===== src/rtl/bram_dump_if.sv =====
// bram_dump_if: byte stream carried from bram_dump to a UART TX or host link.
//   tdata  : stream byte, little-endian order within each 32-bit word
//   tvalid : byte valid
//   tready : downstream ready
//   tlast  : final byte of a dump
// Modports: master (bram_dump side), slave (consumer side).
interface bram_dump_if;
   logic [7:0] tdata;
   logic       tvalid;
   logic       tready;
   logic       tlast;

   modport master (output tdata, output tvalid, output tlast, input tready);
   modport slave  (input tdata, input tvalid, input tlast, output tready);
endinterface


===== src/rtl/bram_dump.sv =====
// bram_dump: walks a window of data BRAM through its debug read port and
// serialises each 32-bit word into a little-endian byte stream.
//   clk, rst        : clock (rising edge), async active-low reset
//   start           : dump request, honoured only when idle
//   base_addr       : byte address of the first word ([1:0] ignored)
//   word_cnt        : number of words to dump (0 -> immediate done)
//   busy, done      : dump in progress / one-cycle completion pulse
//   debug_addr      : address to the BRAM debug port
//   debug_data      : BRAM debug read data
//   m               : byte stream (master side)
module bram_dump #(
   parameter int unsigned ADDR_WIDTH = 10,
   parameter int unsigned DATA_WIDTH = 32,
   parameter int unsigned CNT_WIDTH  = 9
) (
   input  logic                  clk,
   input  logic                  rst,
   input  logic                  start,
   input  logic [ADDR_WIDTH-1:0] base_addr,
   input  logic [CNT_WIDTH-1:0]  word_cnt,
   output logic                  busy,
   output logic                  done,
   output logic [ADDR_WIDTH-1:0] debug_addr,
   input  logic [DATA_WIDTH-1:0] debug_data,
   bram_dump_if.master           m
);

   typedef enum logic [2:0] {
      S_IDLE,
      S_READ,
      S_CAPTURE,
      S_SEND,
      S_FIN
   } state_t;

   state_t                state_q, state_d;
   logic [ADDR_WIDTH-1:0] addr_q, addr_d;
   logic [CNT_WIDTH-1:0]  remaining_q, remaining_d;
   logic [DATA_WIDTH-1:0] word_q, word_d;
   logic [1:0]            byte_idx_q, byte_idx_d;
   logic                  busy_q, busy_d;
   logic                  done_q, done_d;
   logic                  tvalid_q, tvalid_d;
   logic                  tlast_q, tlast_d;
   logic [7:0]            tdata_q, tdata_d;
   logic [ADDR_WIDTH-1:0] debug_addr_q, debug_addr_d;
   logic [1:0]            nxt_idx;

   assign busy       = busy_q;
   assign done       = done_q;
   assign debug_addr = debug_addr_q;
   assign m.tdata    = tdata_q;
   assign m.tvalid   = tvalid_q;
   assign m.tlast    = tlast_q;

   always_comb begin
      state_d      = state_q;
      addr_d       = addr_q;
      remaining_d  = remaining_q;
      word_d       = word_q;
      byte_idx_d   = byte_idx_q;
      busy_d       = busy_q;
      done_d       = done_q;
      tvalid_d     = tvalid_q;
      tlast_d      = tlast_q;
      tdata_d      = tdata_q;
      debug_addr_d = debug_addr_q;
      nxt_idx      = byte_idx_q + 2'd1;

      unique case (state_q)
         S_IDLE: begin
            done_d = 1'b0;
            if (start) begin
               addr_d       = {base_addr[ADDR_WIDTH-1:2], 2'b00};
               debug_addr_d = {base_addr[ADDR_WIDTH-1:2], 2'b00};
               remaining_d  = word_cnt;
               if (word_cnt == '0) begin
                  state_d = S_FIN;
                  done_d  = 1'b1;
               end else begin
                  state_d = S_READ;
                  busy_d  = 1'b1;
               end
            end
         end
         S_READ: begin
            state_d = S_CAPTURE;
         end
         S_CAPTURE: begin
            // Outputs are registered, so the first byte comes straight from
            // the read port rather than from word_q, which loads on this edge.
            word_d     = debug_data;
            byte_idx_d = 2'd0;
            tvalid_d   = 1'b1;
            tdata_d    = debug_data[7:0];
            tlast_d    = 1'b0;
            state_d    = S_SEND;
         end
         S_SEND: begin
            // tvalid_q is always 1 here, so tready alone marks a transfer.
            if (m.tready) begin
               if (byte_idx_q != 2'd3) begin
                  byte_idx_d = nxt_idx;
                  tdata_d    = word_q[{nxt_idx, 3'b000} +: 8];
                  tlast_d    = (remaining_q == CNT_WIDTH'(1)) && (nxt_idx == 2'd3);
               end else begin
                  remaining_d = remaining_q - CNT_WIDTH'(1);
                  addr_d      = addr_q + ADDR_WIDTH'(4);
                  tvalid_d    = 1'b0;
                  tlast_d     = 1'b0;
                  if (remaining_q > CNT_WIDTH'(1)) begin
                     state_d      = S_READ;
                     debug_addr_d = addr_q + ADDR_WIDTH'(4);
                  end else begin
                     state_d = S_FIN;
                     busy_d  = 1'b0;
                     done_d  = 1'b1;
                  end
               end
            end
         end
         S_FIN: begin
            done_d   = 1'b0;
            busy_d   = 1'b0;
            tvalid_d = 1'b0;
            state_d  = S_IDLE;
         end
         default: begin
            state_d = S_IDLE;
         end
      endcase
   end

   always_ff @(posedge clk or negedge rst) begin
      if (!rst) begin
         state_q      <= S_IDLE;
         addr_q       <= '0;
         remaining_q  <= '0;
         word_q       <= '0;
         byte_idx_q   <= '0;
         busy_q       <= 1'b0;
         done_q       <= 1'b0;
         tvalid_q     <= 1'b0;
         tlast_q      <= 1'b0;
         tdata_q      <= '0;
         debug_addr_q <= '0;
      end else begin
         state_q      <= state_d;
         addr_q       <= addr_d;
         remaining_q  <= remaining_d;
         word_q       <= word_d;
         byte_idx_q   <= byte_idx_d;
         busy_q       <= busy_d;
         done_q       <= done_d;
         tvalid_q     <= tvalid_d;
         tlast_q      <= tlast_d;
         tdata_q      <= tdata_d;
         debug_addr_q <= debug_addr_d;
      end
   end

endmodule


===== src/flat_wrapper.sv =====
// flat-port wrapper written by rule: the top's interface ports become plain ports
module bram_dump_flat 
#(
   parameter int unsigned ADDR_WIDTH = 10,
   parameter int unsigned DATA_WIDTH = 32,
   parameter int unsigned CNT_WIDTH  = 9
)
  (clk, rst, start, base_addr, word_cnt, busy, done, debug_addr, debug_data, m_tdata, m_tvalid, m_tlast, m_tready);
  bram_dump_if m_i ();
  input  logic clk;
  input  logic rst;
  input  logic start;
  input  logic [ADDR_WIDTH-1:0] base_addr;
  input  logic [CNT_WIDTH-1:0] word_cnt;
  output logic busy;
  output logic done;
  output logic [ADDR_WIDTH-1:0] debug_addr;
  input  logic [DATA_WIDTH-1:0] debug_data;
  output wire logic [$bits(m_i.tdata)-1:0] m_tdata;
  output wire logic [$bits(m_i.tvalid)-1:0] m_tvalid;
  output wire logic [$bits(m_i.tlast)-1:0] m_tlast;
  input wire logic [$bits(m_i.tready)-1:0] m_tready;
  assign m_tdata = m_i.tdata;
  assign m_tvalid = m_i.tvalid;
  assign m_tlast = m_i.tlast;
  assign m_i.tready = m_tready;
  bram_dump #(.ADDR_WIDTH(ADDR_WIDTH), .DATA_WIDTH(DATA_WIDTH), .CNT_WIDTH(CNT_WIDTH)) u_core (.clk(clk), .rst(rst), .start(start), .base_addr(base_addr), .word_cnt(word_cnt), .busy(busy), .done(done), .debug_addr(debug_addr), .debug_data(debug_data), .m(m_i));
endmodule

===== config.mk =====
export PLATFORM = sky130hd
export DESIGN_NAME = bram_dump_flat
export DESIGN_NICKNAME = d
export VERILOG_FILES = /design/src/rtl/bram_dump_if.sv /design/src/rtl/bram_dump.sv /design/src/flat_wrapper.sv
export SDC_FILE = /design/constraint.sdc
export NUM_CORES = 1
export LEC_CHECK = 0
export BUFFER_PORTS_ARGS = -buffer_cell sky130_fd_sc_hd__buf_2
export CAP_MARGIN = 20
export CORE_MARGIN = 3
export CORE_UTILIZATION = 30
export DETAILED_ROUTE_END_ITERATION = 10
export GPL_TIMING_DRIVEN = 0
export SYNTH_ARGS = -nofsm -noshare
export SYNTH_HDL_FRONTEND = slang
export SYNTH_SLANG_ARGS = --single-unit

===== constraint.sdc =====
create_clock -name clk -period 3.8 [get_ports clk]
set_input_delay 0.76 -clock clk [delete_from_list [all_inputs] [get_ports clk]]
set_output_delay 0.76 -clock clk [all_outputs]
set_load 0.05 [all_outputs]

==> impl_metrics.csv <==
group,metric,value,unit
placed_design,post-dp-hpwl,7.42,mm
clock_network,cts_hold_buffers,0,
power,clock_power_share,0.192,
power,power_density,961,nW/um2
clock_network,htree_num_levels,3,
die,floorplan.die_area,14600,um2
die,ios,77,
clock_network,cell_at_the_root_of_the_clock_tree,"sky130_fd_sc_hd__clkbuf_16",
final_layout,area_used_by_multi_input_combinational_logic,1890,um2
clock_network,tritoncts,"done",
detailed_routing,routed-wl-met2,4.74,mm
die,fp-row-count,41,
sta,final_hold_viol_count,0,
sta,maxSlewHeadroom,0.527,
global_routing,gr-usage-all-layers,0.149,
clock_network,cts.sinks,78,
placed_design,pre_cts_setup_slack,1.39,ns
sta,rsz0062_at_grt,"false",
sta,fin_worst_skew,0.00660,ns
final_layout,area_growth,23.6,%
detailed_routing,detail_route.first_pass.iterations,4,
synth,seq_area_frac_synth,0.492,
die,core,12800,um2
synth,synth.distinct_cells,61,
outcome,run_status,"completed",
sta,finalWorstPathRequiredPeriod,2.36,ns
synth,async_flop_share,1.00,
clock_network,worstSkewPairLatency,0.34,ns
power,power.net_switching,2000,uW
synth,number_of_enable_flip_flop_cells_after_synthesis,0,
critical_path,worstSetupStartpointType,"flip-flop",
critical_path,worstPathRequired,4.01,ns
power,power_share_of_the_combinational_group,0.491,
hold_path,hold_class,"input pin to async pin",
synth,synth_top_cell_by_area,"sky130_fd_sc_hd__dfrtp_1",
power,switching_share,0.424,
synth,synth.area.top_cells,"sky130_fd_sc_hd__dfrtp_1, sky130_fd_sc_hd__mux2_2, sky130_fd_sc_hd__mux4_2, sky130_fd_sc_hd__nand2_1, sky130_fd_sc_hd__nor2_1",
detailed_routing,vias_per_cell,5.06,
critical_path,critPathArrivalTime,2.57,ns
synth,postSynthAreaPerCell,10.9,um2
critical_path,reg2reg_depth,7,
final_layout,nNetsFinal,510,
detailed_routing,detail_route.drc_violations,0,
detailed_routing,routed_wirelength,10.2,mm
synth,syn_area,3970,um2
clock_network,post_cts_resized,0,
sta,finalWorstSetupSlack,1.44,ns
clock_network,cts.clk_slew.worst_paths,0.06,ns
global_routing,globalRoute.totalOverflow,0,
synth,syn_inst,364,
sta,worst_slew_pin_slew,0.703,ns
clock_network,clock_path_buffers,2,
critical_path,setup.worst_path.end_class,"flip-flop",
power,peakVddDrop,548,uV
detailed_routing,num_vias,3176,
placed_design,buffer_ports.inserted,74,
sta,maxClockFrequency,0.424,GHz
die,die_width,121,um
detailed_routing,detail_route.wirelength.met1,4.44,mm
power,cellInternalPower,2720,uW
global_routing,grt_pass1_vias,3270,
sta,final-setup-viol-count,0,
die,initial_utilization,0.311,
synth,synth.yosys.warnings,0,
placed_design,globalplace.congestion,0.851,
global_routing,global_route_wire_length_before_repair,16.9,mm
power,seq_power_share,0.316,
critical_path,critical_path.max_fanout,10,
detailed_routing,met3WireLength,912,um
global_routing,grt_max_degree,48,
final_layout,final_layout_size_suffix_gt1_frac,0.338,
final_layout,seqCellArea,1950,um2
global_routing,grt_antenna_before_repair,3,
synth,synthFlopType,"sky130_fd_sc_hd__dfrtp_1",
synth,syn_nets,424,
synth,ys_seq_elements,78,
detailed_routing,detail_route.iter0.violations,207,
sta,timing.final.crit_share,0.621,
clock_network,postCtsSetupBuffers,0,
sta,final.setup.tns,0,ns
power,p_leak,0.00216,uW
final_layout,final_layout_fill_cell_count,1260,
clock_network,cts_made_buffers,9,
detailed_routing,highest-signal-layer,"met5",
synth,synth_top_area_frac,0.492,
sta,maxSlewViolCount,0,
die,die_y,121,um
critical_path,worst-setup-path-type,"flip-flop to flip-flop",
detailed_routing,final_antenna_net_count,0,
run,maxCapViolations,0,
detailed_routing,routed_wire_length_per_instance,16.3,um
synth_stat cells (2+ instances only):
master                      n
sky130_fd_sc_hd__o21a_1     2
sky130_fd_sc_hd__buf_2      9
sky130_fd_sc_hd__and3_1     2
sky130_fd_sc_hd__nand2_1   33
sky130_fd_sc_hd__nor3_1     6
sky130_fd_sc_hd__nand2b_1   4
sky130_fd_sc_hd__a31o_2     3
sky130_fd_sc_hd__mux4_2     8
sky130_fd_sc_hd__xnor2_1    3
sky130_fd_sc_hd__mux2i_1    3
sky130_fd_sc_hd__nand4_1    7
sky130_fd_sc_hd__and2_1     2
sky130_fd_sc_hd__a21oi_1   21
sky130_fd_sc_hd__nor3b_1    3
sky130_fd_sc_hd__dfrtp_1   78
sky130_fd_sc_hd__o21ai_1    8
sky130_fd_sc_hd__o21ai_0   10
sky130_fd_sc_hd__or3_1      4
sky130_fd_sc_hd__a31oi_1   13
sky130_fd_sc_hd__nand3_1   10
sky130_fd_sc_hd__clkbuf_1  10
sky130_fd_sc_hd__ha_1       5
sky130_fd_sc_hd__inv_1      6
sky130_fd_sc_hd__nor2_1    30
sky130_fd_sc_hd__a211oi_1   2
sky130_fd_sc_hd__mux2_1     6
sky130_fd_sc_hd__nand3b_1   2
sky130_fd_sc_hd__o211ai_1   3
sky130_fd_sc_hd__buf_6      2
sky130_fd_sc_hd__a22o_1     5
sky130_fd_sc_hd__mux2_2    33
sky130_fd_sc_hd__a21o_1     2
per-layer routing:
layer  global-route usage  up-vias
li1                     -     1525
met1                0.186     1532
met2                0.238      102
met3               0.0657       13
met4               0.0361        4
met5                    0        -
flip-flops by register name, indices dropped and copies added, names as in the netlist:
register / cells
u_core.addr_q: 10
u_core.remaining_q: 9
u_core.busy: 1
u_core.state_q: 3
u_core.m.tdata: 8
u_core.done: 1
u_core.word_q: 32
u_core.byte_idx_q: 2
u_core.debug_addr: 10
u_core.m.tlast: 1
u_core.m.tvalid: 1
kinds of logic (layout without fill, tap and decap cells):
| kind of cell | after synthesis | count (layout) | synth area share |
|---|---|---|---|
| and+or+nand+nor | 115 | 115 | 0.146 |
| AOI/OAI and AO/OA | 85 | 85 | 0.144 |
| muxes | 50 | 50 | 0.164 |
| buffers and inverters | 28 | 119 | 0.0331 |
| other | 0 | 1 | 0 |
| xor gates and xnor gates | 3 | 3 | 0.00662 |
| DFF | 78 | 78 | 0.492 |
| adders and majority gates | 5 | 5 | 0.0158 |
metrics by stage:
| stage | hold slack, ns | instance area, um2 | std cells | utilization | total power (uW) |
|---|---|---|---|---|---|
| after global routing | 0.385 | 4910 | 628 | 0.384 | 5090 |
| after floorplan | 0.454 | 3970 | 364 | - | 3220 |
| after detailed placement | 0.472 | 4590 | 611 | 0.359 | 3840 |
| final | 0.361 | 4910 | 628 | 0.384 | 4720 |
| after CTS | 0.379 | 4900 | 627 | 0.384 | 4760 |
| after global placement | 0.470 | 4560 | 610 | 0.357 | 3760 |
worst paths after layout:
path                       slack (ns)                 start                   end
setup reg to reg                 1.44  u_core.byte_idx_q[0]     u_core.m.tdata[6]
max in group asynchronous        2.86                   rst     u_core.m.tdata[4]
hold / removal                   0.36                   rst  u_core.debug_addr[7]
setup / recovery                 1.44  u_core.byte_idx_q[0]     u_core.m.tdata[6]
min in group clk                 0.48  u_core.debug_addr[7]  u_core.debug_addr[7]
hold reg to reg                  0.48  u_core.debug_addr[7]  u_core.debug_addr[7]
layout by cell type (no fill, tap or decap), types with 4 or more instances in the layout:
cell and count:
sky130_fd_sc_hd__a22o_1 5, sky130_fd_sc_hd__clkbuf_16 9, sky130_fd_sc_hd__nand2_1 33, sky130_fd_sc_hd__nand2b_1 4
sky130_fd_sc_hd__nor3_1 6, sky130_fd_sc_hd__mux2_1 6, sky130_fd_sc_hd__a31oi_1 13, sky130_fd_sc_hd__o21ai_0 10
sky130_fd_sc_hd__mux2_2 33, sky130_fd_sc_hd__clkbuf_1 10, sky130_fd_sc_hd__mux4_2 8, sky130_fd_sc_hd__nand3_1 10
sky130_fd_sc_hd__ha_1 5, sky130_fd_sc_hd__or3_1 4, sky130_fd_sc_hd__buf_2 82, sky130_fd_sc_hd__nor2_1 30
sky130_fd_sc_hd__dfrtp_1 78, sky130_fd_sc_hd__o21ai_1 8, sky130_fd_sc_hd__a21oi_1 21, sky130_fd_sc_hd__nand4_1 7
sky130_fd_sc_hd__inv_1 6
final cells by class:
cell class | count | share of cell area
timing repair buffer | 75 | 0.0816
clock buffer | 12 | 0.0543
antenna | 1 | 0.000510
buffer | 22 | 0.0222
tap | 172 | 0.0439
multi-input combinational | 258 | 0.384
sequential | 78 | 0.398
clock inverter | 4 | 0.0107
inverter | 6 | 0.00459
critical path, cell delays in order, from the launching register on:
cell                       delay [ns]
sky130_fd_sc_hd__dfrtp_1         0.45
sky130_fd_sc_hd__buf_2           0.36
sky130_fd_sc_hd__inv_1           0.08
sky130_fd_sc_hd__ha_1            0.28
sky130_fd_sc_hd__clkbuf_1        0.47
sky130_fd_sc_hd__mux4_2          0.41
sky130_fd_sc_hd__nand2_1         0.10
sky130_fd_sc_hd__a31oi_1         0.09
power by group through the flow:
stage | Combinational [uW] | Clock (uW) | Sequential, uW
final | 2320 | 907 | 1490
after global routing | 2580 | 962 | 1550
after detailed placement | 2330 | 0 | 1500
after global placement | 2280 | 0 | 1480
after floorplan | 1470 | 0 | 1750
after CTS | 2340 | 921 | 1490
No activity file was read; power rests on OpenSTA's default activity.
